--- config.mk ---
export PLATFORM = sky130hd
export DESIGN_NAME = hazard_ctrl
export DESIGN_NICKNAME = d
export VERILOG_FILES = /design/src/rtl/hazard_pkg.sv /design/src/rtl/hazard_ctrl_scoreboard.sv /design/src/rtl/hazard_ctrl.sv
export SDC_FILE = /design/constraint.sdc
export NUM_CORES = 1
export LEC_CHECK = 0
export BUFFER_PORTS_ARGS = -buffer_cell sky130_fd_sc_hd__buf_2
export CELL_PAD_IN_SITES_DETAIL_PLACEMENT = 1
export CELL_PAD_IN_SITES_GLOBAL_PLACEMENT = 2
export CORE_MARGIN = 5
export CORE_UTILIZATION = 35
export DETAILED_ROUTE_END_ITERATION = 8
export HOLD_SLACK_MARGIN = 0.08
export PLACE_DENSITY_LB_ADDON = 0.1
export SLEW_MARGIN = 20
export SYNTH_ARGS = -nofsm -noshare
export SYNTH_HDL_FRONTEND = slang
export SYNTH_SLANG_ARGS = --single-unit
--- constraint.sdc ---
create_clock -name clk_i -period 3.4 [get_ports clk_i]
set_input_delay 0.17 -clock clk_i [delete_from_list [all_inputs] [get_ports clk_i]]
set_output_delay 0.17 -clock clk_i [all_outputs]
set_load 0.05 [all_outputs]
--- src/rtl/hazard_pkg.sv ---
// Shared types and constants for the decode-stage issue controller.
package hazard_pkg;

    localparam int REG_W      = 5;
    localparam int NUM_REGS   = 32;
    localparam int INFLIGHT_W = 3;

    typedef enum logic [1:0] {
        ST_RUN   = 2'd0,
        ST_DRAIN = 2'd1
    } state_e;

    function automatic logic [NUM_REGS-1:0] reg_onehot(input logic [REG_W-1:0] idx);
        logic [NUM_REGS-1:0] v;
        v      = '0;
        v[idx] = 1'b1;
        return v;
    endfunction

endpackage

--- src/rtl/hazard_ctrl_scoreboard.sv ---
// Per-register busy bits: one set port, one clear port, two source read ports and a
// destination (WAW) read port. Register 0 is hardwired clear.
module hazard_ctrl_scoreboard
    import hazard_pkg::*;
(
    input  logic             clk,
    input  logic             rst,
    input  logic             set_en,
    input  logic [REG_W-1:0] set_idx,
    input  logic             clr_en,
    input  logic [REG_W-1:0] clr_idx,
    input  logic [REG_W-1:0] rd_a_idx,
    input  logic [REG_W-1:0] rd_b_idx,
    input  logic [REG_W-1:0] rd_w_idx,
    output logic             rd_a_hit,
    output logic             rd_b_hit,
    output logic             rd_w_hit
);

    logic [NUM_REGS-1:0] pending;
    logic [NUM_REGS-1:0] pending_next;
    logic [NUM_REGS-1:0] set_mask;
    logic [NUM_REGS-1:0] clr_mask;

    always_comb begin
        set_mask = set_en ? reg_onehot(set_idx) : '0;
        clr_mask = clr_en ? reg_onehot(clr_idx) : '0;
        // Set is applied after clear so a same-cycle set/clear on one register leaves it busy.
        pending_next    = (pending & ~clr_mask) | set_mask;
        pending_next[0] = 1'b0;
    end

    always_ff @(posedge clk) begin
        if (rst) begin
            pending <= '0;
        end else begin
            pending <= pending_next;
        end
    end

    assign rd_a_hit = pending[rd_a_idx];
    assign rd_b_hit = pending[rd_b_idx];
    assign rd_w_hit = pending[rd_w_idx];

endmodule

--- src/rtl/hazard_ctrl.sv ---
// Decode-stage issue controller: scoreboard hazards, in-flight bound and serial drain.
// Optional result forwarding is enabled with `define HAZARD_CTRL_FWD_EN.
module hazard_ctrl
    import hazard_pkg::*;
#(
    parameter int MAX_INFLIGHT = 4
) (
    input  logic             clk_i,
    input  logic             rst_i,
    input  logic             id_valid_i,
    input  logic [REG_W-1:0] id_rs1_i,
    input  logic [REG_W-1:0] id_rs2_i,
    input  logic             id_rs1_used_i,
    input  logic             id_rs2_used_i,
    input  logic [REG_W-1:0] id_rd_i,
    input  logic             id_rf_we_i,
    input  logic             id_is_load_i,
    input  logic             id_is_serial_i,
    input  logic             ex_branch_taken_i,
`ifdef HAZARD_CTRL_FWD_EN
    input  logic             ex_res_valid_i,
    input  logic [REG_W-1:0] ex_rd_i,
`endif
    input  logic             wb_valid_i,
    input  logic [REG_W-1:0] wb_rd_i,
    input  logic             wb_rf_we_i,
    output logic             issue_o,
    output logic             stall_o,
    output logic             flush_o,
    output logic             busy_o
);

    state_e                  state;
    logic [INFLIGHT_W-1:0]   inflight;
    logic [INFLIGHT_W-1:0]   inflight_next;
    logic                    retire;
    logic                    full;
    logic                    serial_block;
    logic                    hazard;
    logic                    pend_set;
    logic                    pend_rs1;
    logic                    pend_rs2;
    logic                    pend_rd;

`ifdef HAZARD_CTRL_FWD_EN
    logic                    fwd_set;
    logic                    fwd_rs1;
    logic                    fwd_rs2;
    logic                    fwd_rd;

    // ALU results are bypassed from EX, so they only need a one-cycle shadow bit.
    assign pend_set = issue_o & id_rf_we_i & id_is_load_i;
    assign fwd_set  = issue_o & id_rf_we_i & ~id_is_load_i;

    hazard_ctrl_scoreboard u_fwd (
        .clk      (clk_i),
        .rst      (rst_i),
        .set_en   (fwd_set),
        .set_idx  (id_rd_i),
        .clr_en   (ex_res_valid_i),
        .clr_idx  (ex_rd_i),
        .rd_a_idx (id_rs1_i),
        .rd_b_idx (id_rs2_i),
        .rd_w_idx (id_rd_i),
        .rd_a_hit (fwd_rs1),
        .rd_b_hit (fwd_rs2),
        .rd_w_hit (fwd_rd)
    );

    assign hazard = (id_rs1_used_i & (pend_rs1 | fwd_rs1))
                  | (id_rs2_used_i & (pend_rs2 | fwd_rs2))
                  | (id_rf_we_i    & (pend_rd  | fwd_rd));
`else
    logic                    unused_load;

    assign unused_load = id_is_load_i;
    assign pend_set    = issue_o & id_rf_we_i;

    assign hazard = (id_rs1_used_i & pend_rs1)
                  | (id_rs2_used_i & pend_rs2)
                  | (id_rf_we_i    & pend_rd);
`endif

    hazard_ctrl_scoreboard u_pend (
        .clk      (clk_i),
        .rst      (rst_i),
        .set_en   (pend_set),
        .set_idx  (id_rd_i),
        .clr_en   (wb_valid_i & wb_rf_we_i),
        .clr_idx  (wb_rd_i),
        .rd_a_idx (id_rs1_i),
        .rd_b_idx (id_rs2_i),
        .rd_w_idx (id_rd_i),
        .rd_a_hit (pend_rs1),
        .rd_b_hit (pend_rs2),
        .rd_w_hit (pend_rd)
    );

    assign full         = (inflight == INFLIGHT_W'(MAX_INFLIGHT));
    assign serial_block = id_is_serial_i & (inflight != '0);

    // Outputs are forced low while reset is held so downstream stages see a quiet ID.
    assign issue_o = ~rst_i & id_valid_i & ~ex_branch_taken_i & ~hazard & ~full
                   & (state == ST_RUN) & ~serial_block;
    assign stall_o = ~rst_i & id_valid_i & ~issue_o & ~ex_branch_taken_i;
    assign flush_o = ~rst_i & ex_branch_taken_i;
    assign busy_o  = ~rst_i & ((state != ST_RUN) | (inflight != '0));

    // A retire with nothing in flight is spurious and must not underflow the count.
    assign retire = wb_valid_i & (inflight != '0);

    always_comb begin
        inflight_next = inflight;
        case ({issue_o, retire})
            2'b10:   inflight_next = inflight + 1'b1;
            2'b01:   inflight_next = inflight - 1'b1;
            default: inflight_next = inflight;
        endcase
    end

    always_ff @(posedge clk_i) begin
        if (rst_i) begin
            state    <= ST_RUN;
            inflight <= '0;
        end else begin
            inflight <= inflight_next;
            case (state)
                ST_RUN: begin
                    if (issue_o & id_is_serial_i) begin
                        state <= ST_DRAIN;
                    end
                end
                ST_DRAIN: begin
                    // The serial instruction is the only one in flight, so empty means it retired.
                    if (inflight_next == '0) begin
                        state <= ST_RUN;
                    end
                end
                default: state <= ST_RUN;
            endcase
        end
    end

endmodule

==> results.rst <==
.. list-table::
   :header-rows: 1

   * - Metric
     - Value
   * - Dominant cell by count in the synthesized netlist
     - sky130_fd_sc_hd__dfxtp_1
   * - Clock tree from TritonCTS
     - yes
   * - Endpoints failing hold
     - 0
   * - Post-route DRC
     - 0
   * - Weighted congestion at the end of routability-driven global placement
     - 0.812
   * - Routed WL per cell
     - 20.4 um
   * - Largest driver fanout on the critical path
     - 4
   * - Largest net degree at the start of global routing
     - 44
   * - Initial core utilization
     - 35.8%
   * - Count of nets left with antenna violations after detail routing
     - 0
   * - Fill cell count
     - 964
   * - Arr. time, crit path
     - 3.25 ns
   * - Synth Flop Type
     - sky130_fd_sc_hd__dfxtp_1
   * - Post-detailed-placement half-perimeter wirelength
     - 7150 um
   * - Starting DRC count in detailed routing
     - 162
   * - Vias/cell
     - 5.74
   * - Number of nets in the final layout
     - 395
   * - Slew at the pin closest to its max-slew limit
     - 0.802 ns
   * - Number of setup violations in the final report
     - 0
   * - Minimum clock period after layout
     - 3.09 ns
   * - Wl on met1
     - 4720 um
   * - Top post-synthesis cells by area
     - sky130_fd_sc_hd__dfxtp_1, sky130_fd_sc_hd__mux4_2, sky130_fd_sc_hd__mux2i_1
   * - Largest area contributor in the synthesized netlist
     - sky130_fd_sc_hd__dfxtp_1
   * - Clock sink count
     - 35
   * - Portion of the post-synthesis area used by sequential elements
     - 25.3%
   * - Area of the core
     - 7730 um2
   * - Share of async-settable or async-resettable flops after synthesis
     - 0%
   * - Final non-filler cell area
     - 3090 um2
   * - Slowest CP cell
     - sky130_fd_sc_hd__o41ai_1
   * - Syn_nets
     - 370
   * - Area of the die
     - 9790 um2
   * - Row Count
     - 32
   * - Synth cell types
     - 52
   * - Result of the run
     - finished, final reports clean
   * - Count of flip-flops with a built-in enable after synthesis
     - 0
   * - Count of boundary I/O pins
     - 35
   * - Via count of the first global-routing pass
     - 2826
   * - YS warnings
     - 0
   * - Mean area per synthesized cell
     - 8.21 um2
   * - Sort of element at the end of the critical path
     - flip-flop
   * - Max Root-Sink Buffers
     - 2
   * - Diode insertion count for antenna repair
     - 0
   * - Power density over the cells
     - 333 nW/um2
   * - Most frequent cells after synthesis
     - sky130_fd_sc_hd__dfxtp_1, sky130_fd_sc_hd__nand3_1, sky130_fd_sc_hd__o21ai_1, sky130_fd_sc_hd__nand2_1, sky130_fd_sc_hd__nor2b_1
   * - Seq cells post-synth
     - 35
   * - Total setup buffers inserted after CTS
     - 0
   * - Global-route wire length before repair
     - 15400 um
   * - Routed wire length
     - 9480 um
   * - Clock root buffer
     - sky130_fd_sc_hd__clkbuf_8
   * - Metal2 WL
     - 4350 um
   * - H-tree levels
     - 2
   * - Fin Setup TNS
     - 0 ns
   * - Total length of routed met3 wires
     - 355 um
   * - Mapped Area
     - 2770 um2
   * - Cell Chain, Critical Path
     - mux2_2 -> nor3b_1 -> o41ai_1 -> o2111ai_1 -> nand3_2 -> or2_1 -> ha_1 -> inv_1 -> fa_1 -> xor2_1 -> xor2_1 -> nand4b_1 -> nand4b_1 -> o41ai_2
   * - Max-Slew Margin vs Limit
     - 46.3%
   * - Top layer reached by signal wires
     - met4
   * - Setup clock skew after layout
     - 0.0102 ns
   * - Share of the synthesized area in the top cell type
     - 25.3%
   * - Clock transition time at the flip-flop clock pins of the worst setup and hold paths
     - 0.09 ns
   * - Cells after synthesis
     - 337
   * - Classification of the worst-slack hold path
     - in -> reg
   * - Share of final-layout standard cells stronger than drive strength 1
     - 19.6%
   * - Setup repair after global routing missed its margin
     - no
   * - Global routing usage summed across all routing layers
     - 19.6%
   * - Clock insertion delay at the later pin of the skew report
     - 0.29 ns
   * - Max Cap Violations
     - 0
   * - Hold WS
     - 0.164 ns
   * - Number of port buffers
     - 33
   * - Final Max Tran Viols
     - 0
   * - Critical path's top delay family
     - compound AO/OA/AOI/OAI gates
   * - Worst path max stage delay
     - 0.49 ns
   * - Placed inst area
     - 3000 um2
   * - Total power consumption of the routed design
     - 1.03 mW
   * - Antenna violations before repair
     - 0
   * - Total of cells resized after clock tree synthesis
     - 0
   * - Critical path required time
     - 3.56 ns
   * - Peak clock frequency supported by timing
     - 324 MHz
   * - Peak supply drop
     - 0.129 mV
   * - Area delta synth->final
     - 11.6%
   * - Kind of start point of the critical path
     - flip-flop
   * - Detailed-router iteration count before antenna repair
     - 4
   * - Inserted Clock Buffers
     - 5
   * - Share of the clock period used by the worst path
     - 90.8%
   * - Die Y-Extent
     - 98.9 um
   * - Static power due to leakage
     - 1.03 nW
   * - Critical path class
     - reg -> reg
   * - Die extent in x
     - 98.9 um
   * - Buf+Inv Stages, Crit Path
     - 1
   * - Utilization after layout
     - 40.0%
   * - Remaining global-route overflow
     - 0
   * - Number of hold buffers added after CTS
     - 0
   * - Total vias in the final route
     - 2668
   * - Register-to-register setup slack
     - 0.31 ns
path summary, 6_finish.rpt:
| kind | start | depth (start not counted) | endpoint |
|---|---|---|---|
| hold / removal | id_is_serial_i | 3 | state[0]$_SDFFE_PP0P_ |
| hold reg to reg | inflight[2]$_SDFF_PP0_ | 2 | inflight[2]$_SDFF_PP0_ |
| setup / recovery | u_pend.pending[25]$_SDFF_PP0_ | 14 | state[0]$_SDFFE_PP0P_ |
| setup reg to reg | u_pend.pending[25]$_SDFF_PP0_ | 14 | state[0]$_SDFFE_PP0P_ |
cell usage in the layout (no fill, tap or decap), types with 2 or more instances in the layout:
master,n
sky130_fd_sc_hd__a211oi_1,2
sky130_fd_sc_hd__nor3_1,10
sky130_fd_sc_hd__o21ai_1,31
sky130_fd_sc_hd__buf_4,7
sky130_fd_sc_hd__a21oi_1,4
sky130_fd_sc_hd__o32ai_1,2
sky130_fd_sc_hd__nand2_1,23
sky130_fd_sc_hd__inv_1,9
sky130_fd_sc_hd__nand4_1,3
sky130_fd_sc_hd__mux2_2,5
sky130_fd_sc_hd__or3b_2,2
sky130_fd_sc_hd__dfxtp_1,35
sky130_fd_sc_hd__o2111ai_1,2
sky130_fd_sc_hd__a31oi_1,2
sky130_fd_sc_hd__clkinvlp_4,2
sky130_fd_sc_hd__o31a_1,2
sky130_fd_sc_hd__or3_1,2
sky130_fd_sc_hd__nor4b_1,2
sky130_fd_sc_hd__buf_2,33
sky130_fd_sc_hd__xor2_1,3
sky130_fd_sc_hd__nor3b_1,8
sky130_fd_sc_hd__nor4bb_1,2
sky130_fd_sc_hd__and3_1,2
sky130_fd_sc_hd__mux2i_1,20
sky130_fd_sc_hd__mux4_2,11
sky130_fd_sc_hd__nand3b_1,19
sky130_fd_sc_hd__nor2b_1,22
sky130_fd_sc_hd__nand4b_1,2
sky130_fd_sc_hd__o21ai_0,18
sky130_fd_sc_hd__nor2_1,14
sky130_fd_sc_hd__nand2b_1,5
sky130_fd_sc_hd__clkbuf_8,5
sky130_fd_sc_hd__nand3_1,34
stage by stage:
stage	setup WS [ns]	cells
5_1_grt	0.0426	465
6_report	0.312	465
4_1_cts	0.214	465
3_3_place_gp	0.260	457
2_1_floorplan	0.469	337
3_5_place_dp	0.132	457
worst reg2reg max path, delay by kind of cell, from the launching register on:
| kind | cells | cell delay (ns) |
|---|---|---|
| fa+ha+maj | 2 | 0.55 |
| mux | 1 | 0.20 |
| simple gates | 5 | 0.50 |
| compound gates | 3 | 0.79 |
| flops | 1 | 0.44 |
| buf+inv | 1 | 0.07 |
| xor+xnor | 2 | 0.42 |
layout make-up:
type / instances / area [um2] / share of cell area [%]
Multi-Input combinational cell: 271 / 1920 / 62.2
Timing Repair Buffer: 40 / 218 / 7.05
Clock inverter: 3 / 20.0 / 0.648
Sequential cell: 35 / 701 / 22.7
Clock buffer: 5 / 68.8 / 2.23
Inverter: 9 / 33.8 / 1.09
Tap cell: 102 / 128 / 4.13
where the power goes:
part / switching (mW) / internal, mW
clock: 0.170 / 0.143
sequential: 0.0127 / 0.421
combinational: 0.185 / 0.0968
flip-flops by register name (all words and copies together), names as in the netlist:
name / flops
u_pend.pending: 31
inflight: 3
state: 1
cell families (layout without fill, tap and decap cells):
kind of cell	count (synthesis)	in the layout	share of synthesized area (%)
AO/OA/AOI/OAI	73	73	15.9
buffers and inverters	31	57	5.29
adder cells (fa/ha/maj)	2	2	1.18
AND/OR/NAND/NOR	156	156	32.8
XOR/XNOR	3	3	0.950
multiplexers	37	37	18.6
flip-flops	35	35	25.3
metal layers:
metal,global-route usage (%),up-vias
li1,-,1302
met1,28.3,1309
met2,31.5,52
met3,2.90,5
met4,3.36,0
met5,0,-
Note: power is estimated with default switching activity, not from simulation.
